[src/rtl/gate_bist_ctrl_if.sv]
// Signal bundle between the gate BIST sequencer and the test harness / gate under test.
// The harness side uses the master modport and the sequencer uses the slave modport.
interface gate_bist_ctrl_if #(
  parameter int N_IN = 3
);
  logic            start;
  logic            y_in;
  logic [N_IN-1:0] stim;
  logic            busy;
  logic            done;
  logic            pass;
  logic [N_IN:0]   err_cnt;
  logic            fail_valid;
  logic [N_IN-1:0] first_fail;

  modport master (
    output start, y_in,
    input  stim, busy, done, pass, err_cnt, fail_valid, first_fail
  );

  modport slave (
    input  start, y_in,
    output stim, busy, done, pass, err_cnt, fail_valid, first_fail
  );
endinterface

[src/rtl/gate_bist_ctrl.sv]
// BIST sequencer: walks every input vector of a small combinational gate in order,
// compares the sampled gate output against a golden truth table and reports the result.
module gate_bist_ctrl #(
  parameter int                    N_IN   = 3,
  parameter int                    SETTLE = 1,
  parameter logic [(1<<N_IN)-1:0]  GOLDEN = 8'hFE
) (
  input  logic           clk,
  input  logic           rst,
  gate_bist_ctrl_if.slave bist
);

  typedef enum logic [1:0] {
    S_IDLE,
    S_SETTLE,
    S_CHECK,
    S_DONE
  } state_e;

  localparam logic [N_IN-1:0] LAST_IDX    = '1;
  localparam logic [3:0]      WAIT_LAST   = (SETTLE == 0) ? 4'd0 : 4'(SETTLE - 1);
  // With no settle time the compare happens in the cycle right after a vector is driven.
  localparam state_e          AFTER_DRIVE = (SETTLE == 0) ? S_CHECK : S_SETTLE;

  state_e          state_q, state_d;
  logic [N_IN-1:0] idx_q, idx_d;
  logic [N_IN-1:0] stim_q, stim_d;
  logic [3:0]      waitCnt_q, waitCnt_d;
  logic            busy_q, busy_d;
  logic            done_q, done_d;
  logic            pass_q, pass_d;
  logic [N_IN:0]   errCnt_q, errCnt_d;
  logic            failValid_q, failValid_d;
  logic [N_IN-1:0] firstFail_q, firstFail_d;

  logic            mismatch;
  logic [N_IN:0]   errNext;

  always_ff @(posedge clk) begin
    if (rst) begin
      state_q     <= S_IDLE;
      idx_q       <= '0;
      stim_q      <= '0;
      waitCnt_q   <= '0;
      busy_q      <= 1'b0;
      done_q      <= 1'b0;
      pass_q      <= 1'b0;
      errCnt_q    <= '0;
      failValid_q <= 1'b0;
      firstFail_q <= '0;
    end else begin
      state_q     <= state_d;
      idx_q       <= idx_d;
      stim_q      <= stim_d;
      waitCnt_q   <= waitCnt_d;
      busy_q      <= busy_d;
      done_q      <= done_d;
      pass_q      <= pass_d;
      errCnt_q    <= errCnt_d;
      failValid_q <= failValid_d;
      firstFail_q <= firstFail_d;
    end
  end

  always_comb begin
    state_d     = state_q;
    idx_d       = idx_q;
    stim_d      = stim_q;
    waitCnt_d   = waitCnt_q;
    busy_d      = busy_q;
    done_d      = 1'b0;
    pass_d      = pass_q;
    errCnt_d    = errCnt_q;
    failValid_d = failValid_q;
    firstFail_d = firstFail_q;
    mismatch    = 1'b0;
    errNext     = errCnt_q;

    unique case (state_q)
      S_IDLE: begin
        if (bist.start) begin
          idx_d       = '0;
          stim_d      = '0;
          waitCnt_d   = '0;
          errCnt_d    = '0;
          failValid_d = 1'b0;
          firstFail_d = '0;
          pass_d      = 1'b0;
          busy_d      = 1'b1;
          state_d     = AFTER_DRIVE;
        end
      end
      S_SETTLE: begin
        if (waitCnt_q == WAIT_LAST) begin
          waitCnt_d = '0;
          state_d   = S_CHECK;
        end else begin
          waitCnt_d = waitCnt_q + 4'd1;
        end
      end
      S_CHECK: begin
        mismatch = (bist.y_in != GOLDEN[idx_q]);
        errNext  = errCnt_q + {{N_IN{1'b0}}, mismatch};
        errCnt_d = errNext;
        if (mismatch && !failValid_q) begin
          firstFail_d = idx_q;
          failValid_d = 1'b1;
        end
        // Done and the verdict are registered together so pass already reflects the last compare.
        if (idx_q == LAST_IDX) begin
          busy_d  = 1'b0;
          done_d  = 1'b1;
          pass_d  = (errNext == '0);
          state_d = S_DONE;
        end else begin
          idx_d   = idx_q + 1'b1;
          stim_d  = idx_q + 1'b1;
          state_d = AFTER_DRIVE;
        end
      end
      S_DONE: begin
        state_d = S_IDLE;
      end
      default: begin
        state_d = S_IDLE;
      end
    endcase
  end

  assign bist.stim       = stim_q;
  assign bist.busy       = busy_q;
  assign bist.done       = done_q;
  assign bist.pass       = pass_q;
  assign bist.err_cnt    = errCnt_q;
  assign bist.fail_valid = failValid_q;
  assign bist.first_fail = firstFail_q;

endmodule

[src/flat_wrapper.sv]
// flat-port wrapper written by rule: the top's interface ports become plain ports
module gate_bist_ctrl_flat 
#(
  parameter int                    N_IN   = 3,
  parameter int                    SETTLE = 1,
  parameter logic [(1<<N_IN)-1:0]  GOLDEN = 8'hFE
)
  (clk, rst, bist_start, bist_y_in, bist_stim, bist_busy, bist_done, bist_pass, bist_err_cnt, bist_fail_valid, bist_first_fail);
  gate_bist_ctrl_if #(.N_IN(N_IN)) bist_i ();
  input  logic clk;
  input  logic rst;
  input wire logic [$bits(bist_i.start)-1:0] bist_start;
  input wire logic [$bits(bist_i.y_in)-1:0] bist_y_in;
  output wire logic [$bits(bist_i.stim)-1:0] bist_stim;
  output wire logic [$bits(bist_i.busy)-1:0] bist_busy;
  output wire logic [$bits(bist_i.done)-1:0] bist_done;
  output wire logic [$bits(bist_i.pass)-1:0] bist_pass;
  output wire logic [$bits(bist_i.err_cnt)-1:0] bist_err_cnt;
  output wire logic [$bits(bist_i.fail_valid)-1:0] bist_fail_valid;
  output wire logic [$bits(bist_i.first_fail)-1:0] bist_first_fail;
  assign bist_i.start = bist_start;
  assign bist_i.y_in = bist_y_in;
  assign bist_stim = bist_i.stim;
  assign bist_busy = bist_i.busy;
  assign bist_done = bist_i.done;
  assign bist_pass = bist_i.pass;
  assign bist_err_cnt = bist_i.err_cnt;
  assign bist_fail_valid = bist_i.fail_valid;
  assign bist_first_fail = bist_i.first_fail;
  gate_bist_ctrl #(.N_IN(N_IN), .SETTLE(SETTLE), .GOLDEN(GOLDEN)) u_core (.clk(clk), .rst(rst), .bist(bist_i));
endmodule
[config.mk]
export PLATFORM = sky130hd
export DESIGN_NAME = gate_bist_ctrl_flat
export DESIGN_NICKNAME = d
export VERILOG_FILES = /design/src/rtl/gate_bist_ctrl_if.sv /design/src/rtl/gate_bist_ctrl.sv /design/src/flat_wrapper.sv
export SDC_FILE = /design/constraint.sdc
export NUM_CORES = 1
export LEC_CHECK = 0
export ABC_AREA = 1
export BUFFER_PORTS_ARGS = -buffer_cell sky130_fd_sc_hd__buf_4
export CAP_MARGIN = 15
export CORE_ASPECT_RATIO = 1.4
export CORE_MARGIN = 10
export CORE_UTILIZATION = 35
export DETAILED_ROUTE_END_ITERATION = 10
export PLACE_DENSITY = 0.56
export SKIP_LAST_GASP = 1
export SYNTH_ARGS = -nofsm -noshare
export SYNTH_HDL_FRONTEND = slang
export SYNTH_SLANG_ARGS = --single-unit
[constraint.sdc]
create_clock -name clk -period 4.3 [get_ports clk]
set_input_delay 0.645 -clock clk [delete_from_list [all_inputs] [get_ports clk]]
set_output_delay 0.645 -clock clk [all_outputs]
set_load 0.01 [all_outputs]
==> results.py, run 1 <==
metrics = {
    "synthesis": {
        "synth.avg_cell_area_um2": 7.45,
        "yosys.cell_types.count": 20,
        "synth.area.mux_share_pct": 0,
        "synth_simple_gate_area_share_pct": 27.1,
        "netlist_area_um2": 991,
        "synth_edf_count": 0,
        "yosys_most_used_dff": "dfxtp_1",
        "ys_seq_area_share_pct": 42.4,
        "synth_area_leaders": "dfxtp_1, nand2_1, a21oi_1",
        "synthAdderAreaFrac_pct": 7.58,
        "postSynthCellCount": 133,
        "synth_area_leader_cell": "dfxtp_1",
        "yosysWarnings": 0,
        "synth_xor_area_share_pct": 1.77,
        "synthArstFlopShare_pct": 0,
        "synth.top_cell.area_share_pct": 42.4,
        "synthTopCellsByCount": "nand2_1, dfxtp_1, inv_1, a21oi_1, nand3_1",
        "synth.most_common_cell": "nand2_1",
        "synth_top_family_by_area": "simple AND/OR/NAND/NOR gates",
        "synth_compound_area_share_pct": 12.4,
        "ys_ff_latch": 21,
        "syn-num-nets": 143,
    },
    "grt": {
        "grt_pass1_wl_mm": 3.80,
        "overflow": 0,
        "grt_usage_pct": 8.40,
        "grt_pass1_vias": 814,
        "antenna_found_initial": 0,
        "grt_max_degree": 18,
    },
    "clocking": {
        "ctsHtreeMaxLevel": 1,
        "numCtsBuffers": 3,
        "cts_setup_buffers": 0,
        "cts_resized": 0,
        "cts_tree": "yes",
        "cts_root_buf": "clkbuf_4",
        "clk_pin_slew_ns": 0.12,
        "clk_latency_ns": 0.31,
        "cts_hold_buf": 0,
        "cts.sinks": 21,
        "clockBufferDepth": 2,
    },
    "setup_path": {
        "arrival_ns": 2.06,
        "slowest_stage": "xor2_1",
        "crit_type": "input pin to flop",
        "cp_cell_sequence": "buf_4 > xor2_1 > ha_1 > ha_1 > nor2_1 > nand3_1 > nor2_1 > nand3_1 > a21oi_1",
        "endpoint_kind": "flop",
        "r2r-end": "u_core.bist.pass$_SDFFE_PP0P_",
        "cp-startpoint": "bist_y_in",
        "critPathRequiredTime_ns": 4.55,
        "cpPeakStageDelay_ns": 0.31,
        "cp-start-kind": "input pin",
        "rrSetupSlack_ns": 2.60,
        "cpLargestDelayFamily": "adder cells",
        "worstRegToRegCells": 8,
        "crit_fanout": 5,
        "path_buf_inv": 1,
    },
    "power": {
        "power.internal_mw": 0.246,
        "power_mw": 0.332,
        "switching_share_pct": 25.9,
        "ir_worst_vdd_mv": 0.188,
        "clkPwrFrac_pct": 28.6,
        "power_density_mw_per_mm2": 280,
        "combPwrFrac_pct": 10.6,
        "power.share.sequential_pct": 60.8,
        "p_switching_mw": 0.0858,
        "p_leak_nw": 0.547,
    },
    "floorplanning": {
        "num_rows": 22,
        "start_util_pct": 37.1,
        "io_pins": 18,
        "coreArea_mm2": 0.00267,
        "die_height_um": 83.0,
        "dieArea_mm2": 0.00539,
        "die_w_um": 65.0,
    },
    "route": {
        "wire_per_inst_um": 11.3,
        "wirelength_mm": 2.13,
        "dr.pass1.iters": 5,
        "postRouteAntennaNets": 0,
        "avgViaCountPerCell": 4.77,
        "drt_iter0_drc": 26,
        "drcViolationCount": 0,
        "vias": 896,
    },
    "sta": {
        "worst_slew_pin_slew_ns": 0.621,
        "slew_violations": 0,
        "setup_viol": 0,
        "maxSlewHeadroom_pct": 58.2,
        "tns_ns": 0,
        "skew_ns": 0.00717,
        "layout_min_cycle_time_ns": 1.81,
        "max_freq_ghz": 0.554,
        "period_share_pct": 42.0,
        "grt_setup_unrepaired": "false",
        "hold_viol_final": 0,
    },
    "hold_path": {
        "min-delay-start": "u_core.bist.busy$_SDFFE_PP0P_",
        "hold_end": "u_core.bist.busy$_SDFFE_PP0P_",
        "min_path_type": "flop to flop",
        "hold_depth": 2,
    },
    "placed_design": {
        "hpwl_mm": 1.68,
        "portBuffers": 17,
        "place.gp.congestion": 0.839,
    },
    "finish": {
        "drive_gt1_share_pct": 19.1,
        "multi_input_area_um2": 484,
        "nFillCells": 294,
        "syn2layout_area_growth_pct": 19.3,
        "finalCoreUtilization_pct": 44.3,
        "n_antenna_cell": 0,
        "seq_area_um2": 420,
        "num-nets-final": 163,
    },
    "run": {
        "maxCapViolations": 0,
    },
    "status": {
        "status": "completed",
    },
}
## cell type report
class,count,share of cell area [%]
Multi-Input combinational cell,90,41.0
Sequential cell,21,35.6
Timing Repair Buffer,17,10.8
Inverter,20,6.56
Tap cell,36,3.81
Clock buffer,3,1.90
Clock inverter,1,0.423
## power by group through the flow
stage	registers [mW]	clock network (mW)	logic, mW
2_1_floorplan	0.207	0	0.0231
4_1_cts	0.202	0.0986	0.0357
5_1_grt	0.202	0.105	0.0409
3_3_place_gp	0.206	0	0.0356
6_report	0.202	0.0948	0.0351
3_5_place_dp	0.206	0	0.0355
## worst min-delay path, delay by kind of cell, from the launching register on
family	cells	cell delay, ns
simple gates	1	0.06
flops	1	0.33
compound gates	1	0.05
## stage by stage
stage                     cells  hold slack, ns  setup WS (ns)  cell area [um2]
after floorplan             133           0.457           2.44              991
after global placement      184           0.455           2.22             1150
after detailed placement    184           0.462           2.18             1150
after CTS                   188           0.483           2.49             1180
after global routing        188           0.513           2.31             1180
final                       188           0.474           2.49             1180
## worst max path at each step
stage | cells after the start | slack (ns) | to
final | 9 | 2.49 | u_core.bist.pass$_SDFFE_PP0P_
after global routing | 9 | 2.31 | u_core.bist.pass$_SDFFE_PP0P_
after CTS | 9 | 2.49 | u_core.bist.pass$_SDFFE_PP0P_
after detailed placement | 9 | 2.18 | u_core.bist.pass$_SDFFE_PP0P_
after global placement | 9 | 2.22 | u_core.bist.pass$_SDFFE_PP0P_
after floorplan | 8 | 2.44 | u_core.bist.pass$_SDFFE_PP0P_
## cells in the final DEF (no fill, tap or decap), drive strengths merged
master	n
nor2	8
nand4	2
a31oi	1
xor2	2
buf	17
a21oi	15
clkbuf	3
inv	20
dfxtp	21
nand2	33
nand3	16
o21ai	6
clkinv	1
a211oi	1
ha	6
## layer usage
metal,global-route usage [%],vias to the layer above,share of wire (%)
li1,-,468,-
met3,2.96,5,6.3
met5,0,-,0
met2,13.4,19,49
met4,3.50,0,1.9
met1,9.74,404,43
## state kept, by name (all words and copies together) (netlist names), named ones only
| signal | cells |
|---|---|
| u_core.idx_q | 3 |
| u_core.bist.first_fail | 3 |
| u_core.bist.busy | 1 |
| u_core.bist.pass | 1 |
| u_core.state_q | 2 |
| u_core.waitCnt_q | 4 |
| u_core.bist.err_cnt | 4 |
| u_core.bist.fail_valid | 1 |
| u_core.bist.done | 1 |
## cell families (layout without fill, tap and decap cells)
kind of cell             after synthesis  after routing
AND/OR/NAND/NOR                       59             59
AO/OA/AOI/OAI                         23             23
buffers and inverters                 22             41
flip-flops                            21             21
adder cells (fa/ha/maj)                6              6
XOR/XNOR                               2              2
(Power assumes the default switching activity.)
==> run 2: changes to the inputs <==
ABC_AREA = 0   (was 1)
PLACE_DENSITY = 0.59   (was 0.56)
clock period = 1.5 ns   (was 4.3 ns; I/O delays follow)
==> run 2 against run 1 <==
Effect of this change:
- the run now ends with setup timing left
- combinational power grew to 3.5 times the previous value
- via count shrank 2.0%
- cell count shrank 5.3%
- register-to-register slack lost 3.1 ns
- synthesized cell count shrank 16%
- setup slack lost 3.0 ns
- critical endpoint unchanged
- highest routed layer unchanged
==> results.py, run 2 <==
metrics = {
    "finish": {
        "nFillCells": 275,
        "seq_area_um2": 424,
        "most-common-layout-cells": "buf_4, dfxtp_1, a21oi_1",
        "n_antenna_cell": 0,
        "fin_area_mm2": 0.00132,
        "syn2layout_area_growth_pct": 36.2,
        "drive_gt1_share_pct": 32.4,
        "finalCoreUtilization_pct": 49.9,
        "multi_input_area_um2": 577,
        "instances_no_fill": 178,
        "num-nets-final": 153,
        "final_common_cell": "buf_4",
    },
    "sta": {
        "worst_slew_pin_slew_ns": 0.439,
        "period_share_pct": 136,
        "fin_ws_ns": -0.547,
        "tns_ns": -0.547,
        "max_freq_ghz": 0.488,
        "hold_viol_final": 0,
        "setup_viol": 1,
        "maxSlewHeadroom_pct": 70.5,
        "slew_violations": 0,
        "layout_min_cycle_time_ns": 2.05,
        "skew_ns": 0.00312,
        "grt_setup_unrepaired": "true",
    },
    "hold_path": {
        "hold_end": "u_core.bist.first_fail[1]$_SDFFE_PP0P_",
        "min_path_type": "input pin to flop",
        "hold_depth": 2,
        "min-delay-start": "rst",
    },
    "synthesis": {
        "synth.top_cell.area_share_pct": 43.5,
        "synthTopCellsByCount": "dfxtp_1, a21oi_1, nor2_1, nand2_1, nand3_1",
        "yosys.cell_types.count": 25,
        "synth.avg_cell_area_um2": 8.64,
        "ys_seq_area_share_pct": 43.5,
        "synth_area_leaders": "dfxtp_1, ha_1, a21oi_1",
        "postSynthCellCount": 112,
        "yosysWarnings": 0,
        "synth.most_common_cell": "dfxtp_1",
        "yosys_most_used_dff": "dfxtp_1",
        "synth_area_leader_cell": "dfxtp_1",
        "syn-num-nets": 122,
        "netlist_area_um2": 967,
        "synth_edf_count": 0,
        "ys_ff_latch": 21,
        "synthArstFlopShare_pct": 0,
    },
    "floorplanning": {
        "die_w_um": 64.4,
        "dieArea_mm2": 0.00530,
        "die_height_um": 82.2,
        "io_pins": 18,
        "coreArea_mm2": 0.00264,
        "num_rows": 22,
        "start_util_pct": 36.6,
    },
    "placed_design": {
        "place_area_mm2": 0.00124,
        "dp_cells": 173,
        "portBuffers": 17,
        "place.gp.congestion": 0.754,
        "hpwl_mm": 1.77,
    },
    "setup_path": {
        "cpPeakStageDelay_ns": 0.51,
        "rrSetupSlack_ns": -0.55,
        "cp_cell_sequence": "xnor2_2 > inv_2 > ha_4 > ha_4 > or4_1 > or4_1 > a21oi_1",
        "endpoint_kind": "flop",
        "r2r-end": "u_core.bist.pass$_SDFFE_PP0P_",
        "worstRegToRegCells": 7,
        "arrival_ns": 2.28,
        "critPathRequiredTime_ns": 1.74,
        "cpLargestDelayFamily": "simple AND/OR/NAND/NOR gates",
        "path_buf_inv": 1,
        "crit_type": "flop to flop",
        "crit_fanout": 2,
        "slowest_stage": "or4_1",
        "cp-start-kind": "flop",
    },
    "power": {
        "power.share.sequential_pct": 59.5,
        "clkPwrFrac_pct": 27.7,
        "combPwrFrac_pct": 12.8,
        "p_switching_mw": 0.244,
        "power.internal_mw": 0.724,
        "power_density_mw_per_mm2": 735,
        "p_leak_nw": 0.530,
        "power_mw": 0.968,
        "switching_share_pct": 25.3,
        "ir_worst_vdd_mv": 0.421,
    },
    "clocking": {
        "cts_root_buf": "clkbuf_4",
        "ctsHtreeMaxLevel": 1,
        "cts_tree": "yes",
        "numCtsBuffers": 3,
        "clockBufferDepth": 2,
        "cts.sinks": 21,
        "clk_pin_slew_ns": 0.12,
        "clk_latency_ns": 0.30,
    },
    "route": {
        "avgViaCountPerCell": 4.93,
        "postRouteAntennaNets": 0,
        "drt_iter0_drc": 28,
        "wirelength_mm": 2.30,
        "wire_per_inst_um": 12.9,
        "drcViolationCount": 0,
        "dr.pass1.iters": 4,
        "vias": 878,
    },
    "run": {
        "maxCapViolations": 0,
    },
    "grt": {
        "grt_pass1_wl_mm": 3.95,
        "grt_pass1_vias": 917,
        "grt_usage_pct": 9.05,
        "grt_max_degree": 22,
        "overflow": 0,
        "antenna_found_initial": 0,
    },
    "status": {
        "status": "finished, violations left",
        "violations": "setup timing",
    },
}
## run 2: cells by family (layout without fill, tap and decap cells)
family                   Yosys count  in the layout  share of synthesized area (%)
adder cells (fa/ha/maj)            6              6                           7.76
flip-flops                        21             21                           43.5
XOR/XNOR                           3              3                           2.72
buffers and inverters              9             39                           3.62
multiplexers                       3              3                           3.23
AND/OR/NAND/NOR                   41             41                           20.8
AO/OA/AOI/OAI                     29             29                           18.4
## run 2: worst register-to-register path: cells and delay by family, from the launching register on
family,cells,cell delay [ns]
compound gates,1,0.13
xor+xnor,1,0.16
fa+ha+maj,2,0.37
buf+inv,1,0.07
flops,1,0.35
simple gates,2,0.92
## run 2: final cells by class
type / instances / share of cell area [%]
well taps: 36 / 3.42
inverters: 5 / 1.42
flip-flops and latches: 21 / 32.2
clock buffers: 3 / 1.71
repair buffers: 30 / 17.1
multi-input cells: 82 / 43.8
clock inverters: 1 / 0.380
## run 2: how the worst max path moves through the flow
stage / start / to / slack (ns) / depth (start not counted)
CTS: flop / u_core.bist.pass$_SDFFE_PP0P_ / -0.58 / 7
global placement: bist_y_in / u_core.bist.pass$_SDFFE_PP0P_ / -0.61 / 8
global route: flop / u_core.bist.pass$_SDFFE_PP0P_ / -0.61 / 7
floorplan: flop / u_core.bist.pass$_SDFFE_PP0P_ / -0.47 / 7
detailed placement: bist_y_in / u_core.bist.pass$_SDFFE_PP0P_ / -0.64 / 8
finish: flop / u_core.bist.pass$_SDFFE_PP0P_ / -0.55 / 7
## run 2: timing repair
| item | 4_1_cts | 5_1_grt |
|---|---|---|
| setup buffers | 1 | 0 |
| endpoints found under the setup margin | 3 | 3 |
| pin swaps | 2 | 4 |
| gates resized for setup | 6 | 2 |
| gates cloned | 0 | 0 |
| hold buffers | 0 | 0 |
## run 2: routing by layer
layer,routed length (um),share of wire (%),GRT usage [%]
met1,921,40,8.52
met2,1270,55,18.1
met3,76,3.3,2.16
met4,24,1.0,3.86
met5,0,0,0
## run 2: per-stage QoR
step	setup WS [ns]	hold WS, ns
floorplan	-0.469	0.304
global placement	-0.615	0.465
detailed placement	-0.637	0.465
CTS	-0.579	0.238
global route	-0.611	0.241
finish	-0.547	0.244
## run 2: power groups by stage
stage	clock network (mW)	logic [mW]	registers [mW]
2_1_floorplan	0	0.0631	0.591
3_3_place_gp	0	0.113	0.587
3_5_place_dp	0	0.115	0.588
4_1_cts	0.282	0.124	0.575
5_1_grt	0.313	0.139	0.578
6_report	0.268	0.124	0.576
